### src/rtl/fir_input_sequencer_if.sv
// Bus bundle between the FIR input sequencer, its host and the downstream MAC/ALU.
// The host drives the coefficient port and the sample stream; the sequencer drives b/x and status.
interface fir_input_sequencer_if #(
    parameter int unsigned TAPS       = 64,
    parameter int unsigned DW         = 16,
    parameter int unsigned FIFO_DEPTH = 16
);
    localparam int unsigned AW = $clog2(TAPS);
    localparam int unsigned LW = $clog2(FIFO_DEPTH) + 1;

    logic                 coef_wr;
    logic [AW-1:0]        coef_addr;
    logic signed [DW-1:0] coef_data;
    logic                 coef_commit;
    logic signed [DW-1:0] s_data;
    logic                 s_valid;
    logic                 s_ready;
    logic signed [DW-1:0] b;
    logic signed [DW-1:0] x;
    logic                 b_valid;
    logic                 coef_done;
    logic [LW-1:0]        fifo_level;
    logic                 err_sticky;

    modport master (
        output coef_wr, coef_addr, coef_data, coef_commit, s_data, s_valid,
        input  s_ready, b, x, b_valid, coef_done, fifo_level, err_sticky
    );

    modport slave (
        input  coef_wr, coef_addr, coef_data, coef_commit, s_data, s_valid,
        output s_ready, b, x, b_valid, coef_done, fifo_level, err_sticky
    );
endinterface

### src/rtl/fir_input_sequencer.sv
// Coefficient bank replay followed by paced sample issue to the 64-tap MAC/ALU.
// Build option FIR_IN_ZEROPAD_EN: on underrun issue x=0 at the period boundary instead of stalling.
module fir_input_sequencer #(
    parameter int unsigned TAPS          = 64,
    parameter int unsigned DW            = 16,
    parameter int unsigned FIFO_DEPTH    = 16,
    parameter int unsigned SAMPLE_PERIOD = 64
) (
    input  logic                 clk1,
    input  logic                 IN_rest,
    fir_input_sequencer_if.slave bus
);
    localparam int unsigned AW = $clog2(TAPS);
    localparam int unsigned PW = $clog2(FIFO_DEPTH);
    localparam int unsigned LW = PW + 1;
    localparam int unsigned CW = $clog2(SAMPLE_PERIOD);

    typedef enum logic [1:0] {
        S_IDLE,
        S_PRELOAD,
        S_COEF_OUT,
        S_STREAM
    } state_t;

    state_t               r_state;
    logic [AW-1:0]        r_k;
    logic [CW-1:0]        r_pc;
    logic signed [DW-1:0] r_b;
    logic signed [DW-1:0] r_x;
    logic                 r_b_valid;
    logic                 r_coef_done;
    logic                 r_err;
    logic signed [DW-1:0] r_bank [TAPS];
    logic signed [DW-1:0] r_fifo [FIFO_DEPTH];
    logic [PW-1:0]        r_wr_ptr;
    logic [PW-1:0]        r_rd_ptr;
    logic [LW-1:0]        r_level;

    state_t               w_state_nxt;
    logic [AW-1:0]        w_k_nxt;
    logic [CW-1:0]        w_pc_nxt;
    logic signed [DW-1:0] w_b_nxt;
    logic signed [DW-1:0] w_x_nxt;
    logic                 w_b_valid_nxt;
    logic                 w_done_nxt;
    logic                 w_err_nxt;
    logic                 w_bank_we;
    logic                 w_pop;
    logic                 w_push;
    logic                 w_full;

    assign w_full = (r_level == LW'(FIFO_DEPTH));
    assign w_push = bus.s_valid && !w_full;

    // Next-state and registered-output decode
    always_comb begin
        w_state_nxt   = r_state;
        w_k_nxt       = r_k;
        w_pc_nxt      = r_pc;
        w_b_nxt       = r_b;
        w_x_nxt       = r_x;
        w_b_valid_nxt = 1'b0;
        w_done_nxt    = r_coef_done;
        w_err_nxt     = r_err;
        w_bank_we     = 1'b0;
        w_pop         = 1'b0;

        if ((r_state != S_IDLE) && (bus.coef_wr || bus.coef_commit)) begin
            w_err_nxt = 1'b1;
        end
        if (bus.s_valid && w_full) begin
            w_err_nxt = 1'b1;
        end

        unique case (r_state)
            S_IDLE: begin
                w_bank_we = bus.coef_wr;
                if (bus.coef_commit) begin
                    w_state_nxt = S_PRELOAD;
                    w_b_nxt     = '0;
                end
            end
            S_PRELOAD: begin
                // Bank write from the commit cycle has landed by now
                w_state_nxt = S_COEF_OUT;
                w_k_nxt     = '0;
                w_b_nxt     = r_bank[0];
            end
            S_COEF_OUT: begin
                if (r_k == AW'(TAPS - 1)) begin
                    w_state_nxt = S_STREAM;
                    w_done_nxt  = 1'b1;
                end else begin
                    w_k_nxt = r_k + AW'(1);
                    w_b_nxt = r_bank[r_k + AW'(1)];
                end
            end
            S_STREAM: begin
                if (r_pc == '0) begin
                    // Level is registered, so a sample pushed this cycle pops next cycle
                    if (r_level != '0) begin
                        w_pop         = 1'b1;
                        w_x_nxt       = r_fifo[r_rd_ptr];
                        w_b_valid_nxt = 1'b1;
                        w_pc_nxt      = CW'(1);
                    end
`ifdef FIR_IN_ZEROPAD_EN
                    else begin
                        w_x_nxt       = '0;
                        w_b_valid_nxt = 1'b1;
                        w_pc_nxt      = CW'(1);
                    end
`endif
                end else if (r_pc == CW'(SAMPLE_PERIOD - 1)) begin
                    w_pc_nxt = '0;
                end else begin
                    w_pc_nxt = r_pc + CW'(1);
                end
            end
            default: begin
                w_state_nxt = S_IDLE;
            end
        endcase
    end

    // State, outputs and FIFO bookkeeping
    always_ff @(posedge clk1 or posedge IN_rest) begin
        if (IN_rest) begin
            r_state     <= S_IDLE;
            r_k         <= '0;
            r_pc        <= '0;
            r_b         <= '0;
            r_x         <= '0;
            r_b_valid   <= 1'b0;
            r_coef_done <= 1'b0;
            r_err       <= 1'b0;
            r_wr_ptr    <= '0;
            r_rd_ptr    <= '0;
            r_level     <= '0;
        end else begin
            r_state     <= w_state_nxt;
            r_k         <= w_k_nxt;
            r_pc        <= w_pc_nxt;
            r_b         <= w_b_nxt;
            r_x         <= w_x_nxt;
            r_b_valid   <= w_b_valid_nxt;
            r_coef_done <= w_done_nxt;
            r_err       <= w_err_nxt;
            if (w_push) begin
                r_wr_ptr <= r_wr_ptr + PW'(1);
            end
            if (w_pop) begin
                r_rd_ptr <= r_rd_ptr + PW'(1);
            end
            unique case ({w_push, w_pop})
                2'b10:   r_level <= r_level + LW'(1);
                2'b01:   r_level <= r_level - LW'(1);
                default: r_level <= r_level;
            endcase
        end
    end

    // Coefficient bank, writable only while idle
    always_ff @(posedge clk1 or posedge IN_rest) begin
        if (IN_rest) begin
            for (int i = 0; i < int'(TAPS); i++) begin
                r_bank[i] <= '0;
            end
        end else if (w_bank_we) begin
            r_bank[bus.coef_addr] <= bus.coef_data;
        end
    end

    // Sample storage; occupancy tracking above makes a reset unnecessary here
    always_ff @(posedge clk1) begin
        if (w_push) begin
            r_fifo[r_wr_ptr] <= bus.s_data;
        end
    end

    assign bus.s_ready    = !w_full;
    assign bus.b          = r_b;
    assign bus.x          = r_x;
    assign bus.b_valid    = r_b_valid;
    assign bus.coef_done  = r_coef_done;
    assign bus.fifo_level = r_level;
    assign bus.err_sticky = r_err;

endmodule

### src/flat_wrapper.sv
// flat-port wrapper written by rule: the top's interface ports become plain ports
module fir_input_sequencer_flat 
#(
    parameter int unsigned TAPS          = 64,
    parameter int unsigned DW            = 16,
    parameter int unsigned FIFO_DEPTH    = 16,
    parameter int unsigned SAMPLE_PERIOD = 64
)
  (clk1, IN_rest, bus_coef_wr, bus_coef_addr, bus_coef_data, bus_coef_commit, bus_s_data, bus_s_valid, bus_s_ready, bus_b, bus_x, bus_b_valid, bus_coef_done, bus_fifo_level, bus_err_sticky);
  fir_input_sequencer_if #(.TAPS(TAPS), .DW(DW), .FIFO_DEPTH(FIFO_DEPTH)) bus_i ();
  input  logic clk1;
  input  logic IN_rest;
  input wire logic [$bits(bus_i.coef_wr)-1:0] bus_coef_wr;
  input wire logic [$bits(bus_i.coef_addr)-1:0] bus_coef_addr;
  input wire logic [$bits(bus_i.coef_data)-1:0] bus_coef_data;
  input wire logic [$bits(bus_i.coef_commit)-1:0] bus_coef_commit;
  input wire logic [$bits(bus_i.s_data)-1:0] bus_s_data;
  input wire logic [$bits(bus_i.s_valid)-1:0] bus_s_valid;
  output wire logic [$bits(bus_i.s_ready)-1:0] bus_s_ready;
  output wire logic [$bits(bus_i.b)-1:0] bus_b;
  output wire logic [$bits(bus_i.x)-1:0] bus_x;
  output wire logic [$bits(bus_i.b_valid)-1:0] bus_b_valid;
  output wire logic [$bits(bus_i.coef_done)-1:0] bus_coef_done;
  output wire logic [$bits(bus_i.fifo_level)-1:0] bus_fifo_level;
  output wire logic [$bits(bus_i.err_sticky)-1:0] bus_err_sticky;
  assign bus_i.coef_wr = bus_coef_wr;
  assign bus_i.coef_addr = bus_coef_addr;
  assign bus_i.coef_data = bus_coef_data;
  assign bus_i.coef_commit = bus_coef_commit;
  assign bus_i.s_data = bus_s_data;
  assign bus_i.s_valid = bus_s_valid;
  assign bus_s_ready = bus_i.s_ready;
  assign bus_b = bus_i.b;
  assign bus_x = bus_i.x;
  assign bus_b_valid = bus_i.b_valid;
  assign bus_coef_done = bus_i.coef_done;
  assign bus_fifo_level = bus_i.fifo_level;
  assign bus_err_sticky = bus_i.err_sticky;
  fir_input_sequencer #(.TAPS(TAPS), .DW(DW), .FIFO_DEPTH(FIFO_DEPTH), .SAMPLE_PERIOD(SAMPLE_PERIOD)) u_core (.clk1(clk1), .IN_rest(IN_rest), .bus(bus_i));
endmodule
### config.mk
export PLATFORM = sky130hd
export DESIGN_NAME = fir_input_sequencer_flat
export DESIGN_NICKNAME = d
export VERILOG_FILES = /design/src/rtl/fir_input_sequencer_if.sv /design/src/rtl/fir_input_sequencer.sv /design/src/flat_wrapper.sv
export SDC_FILE = /design/constraint.sdc
export NUM_CORES = 2
export LEC_CHECK = 0
export BUFFER_PORTS_ARGS = -buffer_cell sky130_fd_sc_hd__buf_2
export CORE_AREA = 2 2 327 329
export DETAILED_ROUTE_END_ITERATION = 7
export DIE_AREA = 0 0 329 331
export GPL_ROUTABILITY_DRIVEN = 0
export PLACE_DENSITY = 0.83
export SYNTH_ARGS = -nofsm -noshare
export SYNTH_HDL_FRONTEND = slang
export SYNTH_SLANG_ARGS = --single-unit
### constraint.sdc
create_clock -name clk1 -period 34.4 [get_ports clk1]
set_input_delay 1.72 -clock clk1 [delete_from_list [all_inputs] [get_ports clk1]]
set_output_delay 1.72 -clock clk1 [all_outputs]
set_load 0.005 [all_outputs]
==> results.py <==
metrics = {
    "cts": {
        "cts.clk_slew.worst_paths_ns": 0.06,
        "cts_buffer_depth": 3,
        "ctsHtreeMaxLevel": 4,
        "cts-resized-gates": 0,
        "post_cts_buffers": 0,
        "hold_buffers": 0,
        "clkSinkCount": 1342,
        "cts_buffers": 137,
        "cts_tree": "built",
        "clk_latency_ns": 0.77,
        "cts_root_buf": "clkbuf_16",
    },
    "timing": {
        "slew_viol_final": 0,
        "fin_worst_skew_ns": 0.0266,
        "worst_pin_slew_ns": 1.29,
        "period_needed_ns": 4.50,
        "hold_slack_ns": 0.471,
        "setup_viol": 0,
        "max_freq_ghz": 0.222,
        "fin_crit_sh_pct": 13.1,
        "rsz0062_at_grt": "no",
        "setup_tns_ns": 0,
        "timing.slew.headroom_pct": 13.9,
        "finalHoldViolCount": 0,
    },
    "worst_setup_path": {
        "critPathCaptureType": "flop",
        "cp_slowest_stage_delay_ns": 1.03,
        "cp_max_fo": 100,
        "cp_top_family": "multiplexers",
        "required_ns": 35.00,
        "crit_type": "reg2reg",
        "timing.rr.start": "u_core.r_k[0]$_DFFE_PP0P_",
        "crit_chain": "ha_4 > buf_12 > mux4_2 > mux4_2 > a22oi_1 > a41oi_1",
        "slowest_stage": "ha_4",
        "cp.buffers_inverters": 1,
        "r2r-end": "u_core.bus.b[4]$_DFFE_PP0P_",
        "reg2reg_depth": 6,
        "r2r_slack_ns": 29.90,
        "start_kind": "flop",
        "worstPathArrival_ns": 5.10,
        "cp_common_cell": "mux4_2",
    },
    "yosys": {
        "synthSimpleGateAreaFrac_pct": 2.55,
        "synthesis.nets": 3678,
        "synth-edff-count": 256,
        "ys_seq_elements": 1342,
        "synth-seq-area-share_pct": 58.6,
        "syn-instance-count": 3617,
        "muxShareOfSynthArea_pct": 33.9,
        "synthTopCellsByArea": "dfrtp_1 46%, mux2_2 17%, mux4_2 14%, edfxtp_1 13%, mux2_1 2.7%",
        "synth_top_family_by_area": "multiplexers",
        "synth_xor_area_share_pct": 0.292,
        "yosysTopAreaCell": "dfrtp_1",
        "synth_common_cells": "1,086 x dfrtp_1, 896 x mux2_2, 359 x mux4_2, 256 x edfxtp_1, 153 x clkbuf_1",
        "yosysMostFrequentCell": "dfrtp_1",
        "synth-adder-area-share_pct": 0.391,
        "yosys_warnings": 0,
        "syn-mean-instance-area_sq_um": 16.4,
        "ys.flop_type": "dfrtp_1",
        "synth.top_cell.area_share_pct": 45.7,
        "synthesis.area_sq_mm": 0.0595,
        "ys_types": 60,
        "synthArstFlopShare_pct": 80.9,
        "synth_compound_area_share_pct": 1.75,
    },
    "drt": {
        "drc": 0,
        "finalWirelength_mm": 147,
        "vias_per_cell": 6.52,
        "wl_met2_mm": 71.6,
        "met1_length_mm": 58.6,
        "vias": 33400,
        "wl_per_cell_microns": 28.7,
        "top_layer": "met5",
        "route.met3.wl_mm": 10.1,
        "ant_nets": 0,
        "dr.pass1.iters": 8,
        "drt_iter0_markers": 3345,
    },
    "worst_hold_path": {
        "hp-start": "u_core.bus.coef_done$_DFFE_PP0P_",
        "hold-path-cell-count": 1,
        "worstHoldPathType": "reg2reg",
        "min_to": "u_core.bus.coef_done$_DFFE_PP0P_",
    },
    "die": {
        "core_sq_mm": 0.105,
        "die_area_sq_mm": 0.109,
        "die_width_microns": 329,
        "rows": 119,
        "start_util_pct": 56.7,
        "ioPinCount": 84,
        "die_h_microns": 331,
    },
    "pwr": {
        "leakage_nw": 29.2,
        "irDropWorstVdd_v": 0.0000699,
        "power_density_mw_per_mm2": 68.2,
    },
    "global_route": {
        "grt_pass1_vias": 34800,
        "grt_remaining_overflow": 0,
        "grt_pass1_wl_mm": 225,
        "grtUsageTotal_pct": 27.8,
        "grt_max_degree": 168,
        "grt_antenna_before_repair": 7,
    },
    "job": {
        "cap_violations": 0,
    },
    "cells_and_area": {
        "nets": 3685,
        "layoutNonFillerInstCount": 5125,
        "drive_gt1_share_pct": 44.8,
        "area_growth_pct": 10.2,
    },
    "outcome": {
        "outcome": "finished, final reports clean",
    },
    "place": {
        "dp.cells": 4876,
        "dp_hpwl_mm": 84.5,
        "io_buffers": 83,
    },
}
==> registers in the layout (all words and copies together), names as in the netlist, 2 cells and up <==
signal,count
u_core.bus.fifo_level,5
u_core.r_state,2
u_core.r_k,6
u_core.r_rd_ptr,4
u_core.r_wr_ptr,4
u_core.bus.x,16
u_core.r_pc,6
u_core.r_fifo,256
u_core.r_bank,1024
u_core.bus.b,16
==> report_power, final <==
part           switching (mW)  internal, mW
Combinational           0.512         0.503
Clock                   0.643         0.826
Sequential              0.150          1.84
Total                    1.30          3.17
==> stage by stage <==
stage	utilization (%)	setup slack [ns]	total power, mW	cell area, sq um
after floorplan	-	2.11	2.75	59500
final	62.5	29.90	4.47	65600
after global routing	62.5	29.61	4.65	65600
after detailed placement	58.2	29.85	3.02	61100
after global placement	58.2	29.94	2.99	61100
after CTS	62.5	29.84	4.50	65600
==> worst max-delay path by stage <==
stage	from	to	slack, ns	cells after the start
final	u_core.r_k[0]$_DFFE_PP0P_	u_core.bus.b[4]$_DFFE_PP0P_	29.90	6
after CTS	u_core.r_k[0]$_DFFE_PP0P_	u_core.bus.b[4]$_DFFE_PP0P_	29.84	6
after global routing	u_core.r_k[0]$_DFFE_PP0P_	u_core.bus.b[4]$_DFFE_PP0P_	29.61	6
after detailed placement	u_core.r_k[0]$_DFFE_PP0P_	u_core.bus.b[4]$_DFFE_PP0P_	29.85	6
after global placement	u_core.r_k[0]$_DFFE_PP0P_	u_core.bus.b[0]$_DFFE_PP0P_	29.94	7
after floorplan	IN_rest	u_core.bus.b[0]$_DFFE_PP0P_	2.11	1
==> cells by family after synthesis <==
group | Yosys count
AO/OA/AOI/OAI | 152
XOR/XNOR | 19
adder cells (fa/ha/maj) | 18
buffers and inverters | 324
flip-flops | 1342
multiplexers | 1438
AND/OR/NAND/NOR | 324
==> layout make-up <==
cell class,count,area [sq um]
fill,7253,39400
sequential,1342,34900
multi-input combinational,1951,23200
clock buffer,194,3870
tap,1391,1740
timing repair buffer,175,1170
clock inverter,53,592
inverter,17,71.3
antenna,2,5.00
==> routing by layer <==
metal | vias up | global-route usage [%]
li1 | 13600 | -
met2 | 1376 | 44.5
met5 | - | 0
met1 | 18000 | 37.8
met3 | 365 | 5.06
met4 | 6 | 11.9
==> cells in the final DEF (no fill, tap or decap), drive strengths merged, types with 3 or more instances in the layout <==
cell / count
dfrtp: 1086
mux2: 1041
mux4: 359
edfxtp: 256
clkbuf: 194
buf: 175
nand2: 136
nor2: 80
o21ai: 46
clkinv: 41
nand3: 39
mux2i: 38
a21oi: 26
inv: 24
a32oi: 18
a22o: 17
ha: 17
xnor2: 13
nand4: 12
and3: 9
nor2b: 8
a31oi: 8
a22oi: 8
a41oi: 8
nor3: 7
and2: 6
nand2b: 6
xor2: 6
nor3b: 5
o22a: 4
o211ai: 4
bufinv: 4
nand3b: 3
nor4: 3
o31ai: 3
(Power assumes the default switching activity.)
